### src/rtl/ifu_fq_if.sv
// Fetch unit bus: instruction memory request/response,
// branch predictor lookup, EXU redirect and decode-side queue head.
interface ifu_fq_if #(
    parameter int XLEN       = 32,
    parameter int INSTR_LEN  = 32,
    parameter int ADDR_WIDTH = 16
);
    logic [XLEN-1:0]       reset_vector;
    logic [ADDR_WIDTH-1:0] instr_mem_addr;
    logic                  instr_mem_addr_valid;
    logic                  instr_mem_addr_ready;
    logic [XLEN-1:0]       instr_mem_tag_out;
    logic [INSTR_LEN-1:0]  instr_mem_rdata;
    logic                  instr_mem_rdata_valid;
    logic [XLEN-1:0]       instr_mem_tag_in;
    logic [XLEN-1:0]       pred_pc;
    logic                  pred_taken;
    logic [XLEN-1:0]       pred_target;
    logic                  pc_load;
    logic [XLEN-1:0]       pc_exu;
    logic                  pipe_stall;
    logic [INSTR_LEN-1:0]  instr;
    logic                  instr_valid;
    logic [XLEN-1:0]       instr_tag;
    logic                  predicted_taken_out;

    modport master (
        input  reset_vector,
        output instr_mem_addr,
        output instr_mem_addr_valid,
        input  instr_mem_addr_ready,
        output instr_mem_tag_out,
        input  instr_mem_rdata,
        input  instr_mem_rdata_valid,
        input  instr_mem_tag_in,
        output pred_pc,
        input  pred_taken,
        input  pred_target,
        input  pc_load,
        input  pc_exu,
        input  pipe_stall,
        output instr,
        output instr_valid,
        output instr_tag,
        output predicted_taken_out
    );

    modport slave (
        output reset_vector,
        input  instr_mem_addr,
        input  instr_mem_addr_valid,
        output instr_mem_addr_ready,
        input  instr_mem_tag_out,
        output instr_mem_rdata,
        output instr_mem_rdata_valid,
        output instr_mem_tag_in,
        input  pred_pc,
        output pred_taken,
        output pred_target,
        output pc_load,
        output pc_exu,
        output pipe_stall,
        input  instr,
        input  instr_valid,
        input  instr_tag,
        input  predicted_taken_out
    );
endinterface

### src/rtl/ifu_fq.sv
// Instruction fetch unit with credit-limited issue, a decoupled
// fetch queue and drop counting of stale responses after redirect.
module ifu_fq #(
    parameter int XLEN       = 32,
    parameter int INSTR_LEN  = 32,
    parameter int ADDR_WIDTH = 16,
    parameter int FQ_DEPTH   = 4
) (
    input logic clk,
    input logic rst_n,
    ifu_fq_if.master bus
);
    localparam int PW = $clog2(FQ_DEPTH);
    localparam logic [PW+1:0] DEPTH_W = (PW+2)'(FQ_DEPTH);
    localparam logic [PW:0]   CNT_ONE = (PW+1)'(1);
    localparam logic [PW-1:0] IDX_ONE = PW'(1);

    typedef struct packed {
        logic                 taken;
        logic [INSTR_LEN-1:0] instr;
        logic [XLEN-1:0]      pc;
    } fq_entry_t;

    fq_entry_t             fq_mem [FQ_DEPTH];
    fq_entry_t             head;
    logic [XLEN-1:0]       fetch_pc;
    logic [PW:0]           wr_ptr;
    logic [PW:0]           rd_ptr;
    logic [PW:0]           fq_count;
    logic [PW:0]           inflight;
    logic [PW:0]           drop_cnt;
    logic [PW:0]           resp_w;
    logic [FQ_DEPTH-1:0]   pred_q;
    logic [PW-1:0]         pq_wr;
    logic [PW-1:0]         pq_rd;
    logic [PW+1:0]         credit;
    logic                  issue_ok;
    logic                  fire;
    logic                  resp;
    logic                  push;
    logic                  pop;
    logic                  fq_valid;

    assign fq_count = wr_ptr - rd_ptr;
    assign credit   = {1'b0, inflight} + {1'b0, fq_count};
    assign issue_ok = rst_n & ~bus.pc_load & (credit < DEPTH_W);
    assign fire     = issue_ok & bus.instr_mem_addr_ready;
    assign resp     = bus.instr_mem_rdata_valid & (inflight != '0);
    assign resp_w   = {{PW{1'b0}}, resp};
    assign fq_valid = fq_count != '0;
    assign push     = resp & (drop_cnt == '0) & ~bus.pc_load;
    assign pop      = fq_valid & ~bus.pipe_stall & ~bus.pc_load;
    assign head     = fq_mem[rd_ptr[PW-1:0]];

    assign bus.instr_mem_addr       = fetch_pc[ADDR_WIDTH-1:0];
    assign bus.instr_mem_addr_valid = issue_ok;
    assign bus.instr_mem_tag_out    = fetch_pc;
    assign bus.pred_pc              = fetch_pc;
    assign bus.instr                = head.instr;
    assign bus.instr_valid          = fq_valid;
    assign bus.instr_tag            = head.pc;
    assign bus.predicted_taken_out  = head.taken;

    always_ff @(posedge clk) begin
        if (!rst_n) begin
            fetch_pc <= bus.reset_vector;
            wr_ptr   <= '0;
            rd_ptr   <= '0;
            inflight <= '0;
            drop_cnt <= '0;
            pred_q   <= '0;
            pq_wr    <= '0;
            pq_rd    <= '0;
            for (int i = 0; i < FQ_DEPTH; i++) begin
                fq_mem[i] <= '0;
            end
        end else begin
            if (fire) begin
                pred_q[pq_wr] <= bus.pred_taken;
                pq_wr         <= pq_wr + IDX_ONE;
            end
            if (resp) begin
                pq_rd <= pq_rd + IDX_ONE;
            end
            case ({fire, resp})
                2'b10:   inflight <= inflight + CNT_ONE;
                2'b01:   inflight <= inflight - CNT_ONE;
                default: inflight <= inflight;
            endcase
            if (bus.pc_load) begin
                rd_ptr   <= wr_ptr;
                fetch_pc <= bus.pc_exu;
                // inflight already covers responses still owed to drop_cnt
                drop_cnt <= (inflight > resp_w) ? inflight - resp_w : '0;
            end else begin
                if (fire) begin
                    fetch_pc <= bus.pred_taken ? bus.pred_target
                                               : fetch_pc + XLEN'(4);
                end
                if (resp && drop_cnt != '0) begin
                    drop_cnt <= drop_cnt - CNT_ONE;
                end
                if (push) begin
                    fq_mem[wr_ptr[PW-1:0]] <= '{
                        taken: pred_q[pq_rd],
                        instr: bus.instr_mem_rdata,
                        pc:    bus.instr_mem_tag_in
                    };
                    wr_ptr <= wr_ptr + CNT_ONE;
                end
                if (pop) begin
                    rd_ptr <= rd_ptr + CNT_ONE;
                end
            end
        end
    end
endmodule

### src/flat_wrapper.sv
// flat-port wrapper written by rule: the top's interface ports become plain ports
module ifu_fq_flat 
#(
    parameter int XLEN       = 32,
    parameter int INSTR_LEN  = 32,
    parameter int ADDR_WIDTH = 16,
    parameter int FQ_DEPTH   = 4
)
  (clk, rst_n, bus_reset_vector, bus_instr_mem_addr, bus_instr_mem_addr_valid, bus_instr_mem_addr_ready, bus_instr_mem_tag_out, bus_instr_mem_rdata, bus_instr_mem_rdata_valid, bus_instr_mem_tag_in, bus_pred_pc, bus_pred_taken, bus_pred_target, bus_pc_load, bus_pc_exu, bus_pipe_stall, bus_instr, bus_instr_valid, bus_instr_tag, bus_predicted_taken_out);
  ifu_fq_if #(.XLEN(XLEN), .INSTR_LEN(INSTR_LEN), .ADDR_WIDTH(ADDR_WIDTH)) bus_i ();
  input logic clk;
  input logic rst_n;
  input wire logic [$bits(bus_i.reset_vector)-1:0] bus_reset_vector;
  output wire logic [$bits(bus_i.instr_mem_addr)-1:0] bus_instr_mem_addr;
  output wire logic [$bits(bus_i.instr_mem_addr_valid)-1:0] bus_instr_mem_addr_valid;
  input wire logic [$bits(bus_i.instr_mem_addr_ready)-1:0] bus_instr_mem_addr_ready;
  output wire logic [$bits(bus_i.instr_mem_tag_out)-1:0] bus_instr_mem_tag_out;
  input wire logic [$bits(bus_i.instr_mem_rdata)-1:0] bus_instr_mem_rdata;
  input wire logic [$bits(bus_i.instr_mem_rdata_valid)-1:0] bus_instr_mem_rdata_valid;
  input wire logic [$bits(bus_i.instr_mem_tag_in)-1:0] bus_instr_mem_tag_in;
  output wire logic [$bits(bus_i.pred_pc)-1:0] bus_pred_pc;
  input wire logic [$bits(bus_i.pred_taken)-1:0] bus_pred_taken;
  input wire logic [$bits(bus_i.pred_target)-1:0] bus_pred_target;
  input wire logic [$bits(bus_i.pc_load)-1:0] bus_pc_load;
  input wire logic [$bits(bus_i.pc_exu)-1:0] bus_pc_exu;
  input wire logic [$bits(bus_i.pipe_stall)-1:0] bus_pipe_stall;
  output wire logic [$bits(bus_i.instr)-1:0] bus_instr;
  output wire logic [$bits(bus_i.instr_valid)-1:0] bus_instr_valid;
  output wire logic [$bits(bus_i.instr_tag)-1:0] bus_instr_tag;
  output wire logic [$bits(bus_i.predicted_taken_out)-1:0] bus_predicted_taken_out;
  assign bus_i.reset_vector = bus_reset_vector;
  assign bus_instr_mem_addr = bus_i.instr_mem_addr;
  assign bus_instr_mem_addr_valid = bus_i.instr_mem_addr_valid;
  assign bus_i.instr_mem_addr_ready = bus_instr_mem_addr_ready;
  assign bus_instr_mem_tag_out = bus_i.instr_mem_tag_out;
  assign bus_i.instr_mem_rdata = bus_instr_mem_rdata;
  assign bus_i.instr_mem_rdata_valid = bus_instr_mem_rdata_valid;
  assign bus_i.instr_mem_tag_in = bus_instr_mem_tag_in;
  assign bus_pred_pc = bus_i.pred_pc;
  assign bus_i.pred_taken = bus_pred_taken;
  assign bus_i.pred_target = bus_pred_target;
  assign bus_i.pc_load = bus_pc_load;
  assign bus_i.pc_exu = bus_pc_exu;
  assign bus_i.pipe_stall = bus_pipe_stall;
  assign bus_instr = bus_i.instr;
  assign bus_instr_valid = bus_i.instr_valid;
  assign bus_instr_tag = bus_i.instr_tag;
  assign bus_predicted_taken_out = bus_i.predicted_taken_out;
  ifu_fq #(.XLEN(XLEN), .INSTR_LEN(INSTR_LEN), .ADDR_WIDTH(ADDR_WIDTH), .FQ_DEPTH(FQ_DEPTH)) u_core (.clk(clk), .rst_n(rst_n), .bus(bus_i));
endmodule
### config.mk
export PLATFORM = sky130hd
export DESIGN_NAME = ifu_fq_flat
export DESIGN_NICKNAME = d
export VERILOG_FILES = /design/src/rtl/ifu_fq_if.sv /design/src/rtl/ifu_fq.sv /design/src/flat_wrapper.sv
export SDC_FILE = /design/constraint.sdc
export NUM_CORES = 1
export LEC_CHECK = 0
export BUFFER_PORTS_ARGS = -buffer_cell sky130_fd_sc_hd__buf_2
export CAP_MARGIN = 25
export CORE_ASPECT_RATIO = 1.25
export CORE_MARGIN = 1.5
export CORE_UTILIZATION = 55
export DETAILED_ROUTE_END_ITERATION = 12
export PLACE_DENSITY = 0.84
export SETUP_SLACK_MARGIN = 0.02
export SLEW_MARGIN = 0
export SYNTH_ARGS = -nofsm -noshare
export SYNTH_HDL_FRONTEND = slang
export SYNTH_SLANG_ARGS = --single-unit
### constraint.sdc
create_clock -name clk -period 6.9 [get_ports clk]
set_input_delay 0.345 -clock clk [delete_from_list [all_inputs] [get_ports clk]]
set_output_delay 0.345 -clock clk [all_outputs]
set_load 0.005 [all_outputs]
== Word-level counts from Yosys, hierarchy flattened ==
Memories as Yosys holds them, arrays and structs flattened. A register that Yosys moved wholly into a read port is not among the register bits.
Index checks and enable logic that the tools add are counted.
Operators by class
  add/subtract/negate cells: 11
  order comparisons: 5
  eq/ne operators: 3
  mux-type cells: 25
  bitwise logic cells: 10
  reductions and logical operators: 11
Operators with widths (number)
  32-bit 2-to-1 mux: 4
  65-bit 2-to-1 mux: 1
  65-bit OR reduction: 1
  32-bit by 3-bit adder with 32-bit output, second input constant: 1
  3-bit 2-to-1 mux: 5
  3-bit by 1-bit adder with 3-bit output, second input constant: 3
  3-bit nonzero test: 3
  1-bit AND: 8
  1-bit 2-to-1 mux: 8
  2-bit by 3-bit less-than comparator with 1-bit output, second input constant: 2
  2-bit 2-to-1 mux: 3
  3-bit case mux with 2 select lines: 1
  2-bit nonzero test: 3
  3-bit by 1-bit subtractor with 3-bit output, second input constant: 2
  2-bit by 1-bit adder with 2-bit output, second input constant: 2
  3-bit by 3-bit adder with 4-bit output: 1
  4-bit bitwise mux: 1
  4-bit by 3-bit less-than comparator with 1-bit output, second input constant: 1
  3-bit by 1-bit > comparator with 1-bit output: 1
  3-bit logical NOT: 1
  3-bit by 1-bit inequality test with 1-bit output, second input constant: 1
  3-bit by 1-bit subtractor with 3-bit output: 1
  3-bit subtractor: 1
  1-bit binary-select mux with 2-bit select: 1
  7 further kinds: 9
Storage, ports and cells
  register bits: 52
  bits in writable memories: 260
  bits of input ports: 167
  output and inout bits: 147
  logic and storage cells: 74
  memories: 1
Memory list
  u_core.fq_mem: words 4, bits a word 65, read ports 1, clocked after Yosys merged registers in 1, wr ports 4, line ifu_fq.sv:24  | fq_entry_t fq_mem [FQ_DEPTH];

== Depth between registers and ports, before layout ==
  word-level depth: 10
  mapped depth: 17
  gate-level depth less buffers: 16

== Least setup slack after synthesis ==
No wires, ideal clock.
  path type: reg-to-reg
  start: register u_core.inflight[1]
  end: memory u_core.fq_mem[3][0] (netlist name) (enable)
  library setup time: 0.578 ns
  data arrival time: 5.670 ns
  data required time: 6.322 ns
  path slack: 0.652 ns
  cell stages (with the launch flop): 5
  path buffers: 1
  period minus slack after synthesis: 6.248 ns
  cells stage by stage: dfxtp_1 o31a_1 clkbuf_1 nand2_1 o21ai_0
RTL lines
  from (decl): line ifu_fq.sv:30  | logic [PW:0] inflight;
  from (signal assigned): line ifu_fq.sv:86  | 2'b10: inflight <= inflight + CNT_ONE;
  from (signal assigned): line ifu_fq.sv:87  | 2'b01: inflight <= inflight - CNT_ONE;
  from (signal assigned): line ifu_fq.sv:88  | default: inflight <= inflight;
  to (decl): line ifu_fq.sv:24

==> metrics <==
netlist area before placement 15300 um^2; share of total power in combinational logic 0.125; most crowded layer after global routing met2; met3 Track Usage GR 0.04303; placeable core area 27480 um^2; Via-to-Cell Ratio between 5 and 6; required time at the worst-slack endpoint 7.06 ns; cell type group with the largest total delay on the critical path simple AND/OR/NAND/NOR gates; met1 Use GR 0.3021; number of distinct library cells after synthesis 58; initial core utilization 0.5569; CTS Buffer Depth 3; path type of the worst min-delay path in2reg; number of buffers added on ports 313; slew of the pin with the lowest slew margin 1.013 ns; average instance area after synthesis between 10 and 15 um^2; final slew viol count 0; Routed wire per std cell 21.73 um; clock-pin slew of the registers on the worst-case setup and hold paths approximately 0.07 ns; via total after detailed routing 10250; aggregate negative setup slack 0 ns; TritonCTS clock tree built; number of enable-type register cells in the synthesized netlist 292; proportion of synthesized chip area in sequential cells 0.6017; worst-skew pair later-pin latency approximately 0.55 ns; worst-path cell chain inv_1 -> ha_1 -> nor3b_2 -> and3_2 -> buf_4 -> and3_2 -> buf_4 -> nand2b_4; 1st-iter DRT viols 550; Max-slew headroom 0.3247; total global routing overflow 0; final net count between 1500 and 2000; placer congestion estimate around 0.92; Leak Pwr 7.008 nW; Overall Power 4.343 mW; total nets after synthesis 1304; P&R area growth vs syn 16.01%; sequential share of power 0.524; highest net fanout along the worst path between 60 and 70; largest net degree at the start of global routing 67; total wire length after detailed routing 37710 um; kind of start point of the critical path flip-flop; final period utilization 0.5745; unrepaired setup endpoints after global routing no; die boundary height 189.5 um; Worst path max stage delay 0.92 ns; DIE AREA 28840 um^2; site row count 68; design internal power ~3.3 mW; power density over cell area 244.6 nW/um^2; DRC violations left 0; Gates resized, CTS repair 0; relative contribution of the clock network to total power 0.351; wire length of the first global-routing pass 56920 um; critical path class reg2reg; flip-flop and latch count after synthesis 314; asr flop ratio synth 0; cell chosen for the clock root sky130_fd_sc_hd__clkbuf_16; count of H-tree levels built during CTS 1; highest-delay cell along the critical path sky130_fd_sc_hd__nand2b_4; Final Hold Fails 0; overall track demand over capacity in global routing 0.2564; switching share of power 0.2421; antenna violations before repair 9; Setup-failing EPs final 0; Post-synth top flop sky130_fd_sc_hd__edfxtp_1; GR met2 Demand/Resource 0.4582; number of global-route vias before repair 10340; number of buffers added to fix hold violations after cts 0; buffers and inverters on the worst path 3; count of maximum capacitance violations 0; length of the first detailed-routing pass in iterations 6; post-synthesis cell count 1120; Final Skew between 0.01 and 0.015 ns; net load switching power 1.051 mW; count of clock tree sinks about 310; Worst Path Arrival roughly 4.1 ns; result of the run completed; final antenna-violating net count 0; Inserted Clock Buffers 29; share of layout cells above drive strength 1 0.3292; horizontal extent of the die 152.2 um; kind of end point of the critical path flip-flop; Yosys warnings 0; I/O pin cnt ~310; HPWL Detailed 23900 um; highest clock rate about 250 MHz; clock period minus final worst setup slack about 4 ns; Setup Fix Bufs, Post-CTS 0; worst-case vdd ir drop between 100 and 150 uV
==> worst paths after layout <==
check	slack (ns)	endpoint	depth (start not counted)	startpoint
worst min register to register	0.46	u_core.pred_q[3]	2	u_core.pred_q[3]
worst max register to register	2.94	u_core.fq_mem[2][34]	8	u_core.drop_cnt[0]
worst min-delay path	0.1	u_core.bus.instr_mem_tag_out[1]	3	bus_reset_vector[1]
worst max-delay path	2.94	u_core.fq_mem[2][34]	8	u_core.drop_cnt[0]
==> metal layers <==
layer | routed length (um) | vias up
met1 | 13080 | 4968
met2 | 19410 | 568
li1 | - | 4600
met4 | 1696 | 8
met5 | 49 | -
met3 | 3472 | 105
==> per-stage QoR <==
step | util | setup WS (ns) | hold slack [ns] | instances | cell area [um^2]
after floorplan | - | 0.6523 | 0.4353 | 1120 | 15300
after global placement | 0.6114 | 2.687 | 0.4450 | 1675 | 16800
after detailed placement | 0.6124 | 2.674 | 0.4564 | 1676 | 16830
after CTS | 0.6445 | 2.897 | 0.08116 | 1728 | 17710
after global routing | 0.6456 | 2.648 | 0.09958 | 1730 | 17740
final | 0.6461 | 2.936 | 0.09769 | 1735 | 17750
==> worst reg2reg max path: cells and delay by family (launching register included) <==
| family | cells | cell delay (ns) |
|---|---|---|
| buf+inv | 3 | 1.18 |
| fa+ha+maj | 1 | 0.19 |
| flops | 1 | 0.32 |
| simple gates | 4 | 1.86 |
==> cell families (layout without fill, tap and decap cells) <==
kind of cell             after synthesis  count (layout)  synth area share
multiplexers                          76              76            0.1038
AND/OR/NAND/NOR                      455             455            0.1723
buffers and inverters                139             398           0.04725
adder cells (fa/ha/maj)               17              17           0.01488
flip-flops                           314             314            0.6017
XOR/XNOR                              17              17           0.01071
other                                  0               6                 0
AO/OA/AOI/OAI                        102             102           0.04930
==> cells in the final DEF (no fill, tap or decap), drive strengths merged, types with 5 or more instances in the layout <==
master    n
nand4    14
nor2b     7
ha       15
xnor2     8
clkinv   11
inv      20
nor3     10
or3      12
nor2     57
o21ai    17
o211ai    5
buf     327
nor4     11
edfxtp  292
dfxtp    22
o22ai     6
and3     11
a21oi    13
clkbuf   37
a221oi   22
nand3    16
xor2      8
and2    261
mux2i     8
mux4     66
nand2    33
diode     6
o211a     7
==> state kept, by name, indices dropped and copies added (netlist names), named ones only <==
signal and count:
u_core.drop_cnt 3, u_core.pred_q 4, u_core.fq_mem 260, u_core.pq_wr 2, u_core.inflight 3, u_core.pq_rd 2
u_core.wr_ptr 3, u_core.bus.instr_mem_tag_out 32, u_core.rd_ptr 3
==> cell type report <==
type / count / area [um^2]
sequential: 314 / 9216
tap: 350 / 437.9
clock inverter: 15 / 127.6
multi-input combinational: 667 / 5419
inverter: 19 / 71.32
antenna: 6 / 15.01
timing repair buffer: 327 / 1712
clock buffer: 37 / 755.7
fill: 1968 / 9727
==> cell usage after synthesis, types with 4 or more instances <==
cell,count,area share
sky130_fd_sc_hd__a211oi_1,4,0.0020
sky130_fd_sc_hd__a21oi_1,13,0.0043
sky130_fd_sc_hd__a221oi_1,22,0.013
sky130_fd_sc_hd__and2_1,261,0.11
sky130_fd_sc_hd__and3_1,11,0.0045
sky130_fd_sc_hd__buf_1,9,0.0022
sky130_fd_sc_hd__buf_2,5,0.0016
sky130_fd_sc_hd__buf_4,48,0.024
sky130_fd_sc_hd__clkbuf_1,56,0.014
sky130_fd_sc_hd__dfxtp_1,22,0.029
sky130_fd_sc_hd__edfxtp_1,292,0.57
sky130_fd_sc_hd__ha_1,15,0.012
sky130_fd_sc_hd__inv_1,18,0.0044
sky130_fd_sc_hd__mux2i_1,8,0.0052
sky130_fd_sc_hd__mux4_2,66,0.097
sky130_fd_sc_hd__nand2_1,33,0.0081
sky130_fd_sc_hd__nand2b_1,4,0.0016
sky130_fd_sc_hd__nand3_1,15,0.0049
sky130_fd_sc_hd__nand4_1,14,0.0057
sky130_fd_sc_hd__nor2_1,57,0.014
sky130_fd_sc_hd__nor2b_1,7,0.0029
sky130_fd_sc_hd__nor3_1,10,0.0033
sky130_fd_sc_hd__nor4_1,11,0.0045
sky130_fd_sc_hd__nor4b_1,4,0.0023
sky130_fd_sc_hd__o211a_1,7,0.0046
sky130_fd_sc_hd__o211ai_1,5,0.0025
sky130_fd_sc_hd__o21ai_0,17,0.0056
sky130_fd_sc_hd__o22ai_1,6,0.0025
sky130_fd_sc_hd__o311a_1,4,0.0026
sky130_fd_sc_hd__o31a_1,4,0.0023
sky130_fd_sc_hd__or3_1,12,0.0049
sky130_fd_sc_hd__xnor2_1,8,0.0046
sky130_fd_sc_hd__xor2_1,8,0.0046
==> power by group through the flow <==
| stage | clock network [mW] | logic (mW) | registers (mW) |
|---|---|---|---|
| 3_3_place_gp | 0 | 0.531 | 2.31 |
| 3_5_place_dp | 0 | 0.542 | 2.32 |
| 6_report | 1.52 | 0.542 | 2.28 |
| 2_1_floorplan | 0 | 0.347 | 2.28 |
| 5_1_grt | 1.61 | 0.592 | 2.29 |
| 4_1_cts | 1.55 | 0.544 | 2.28 |
No activity file was read; power rests on OpenSTA's default activity.
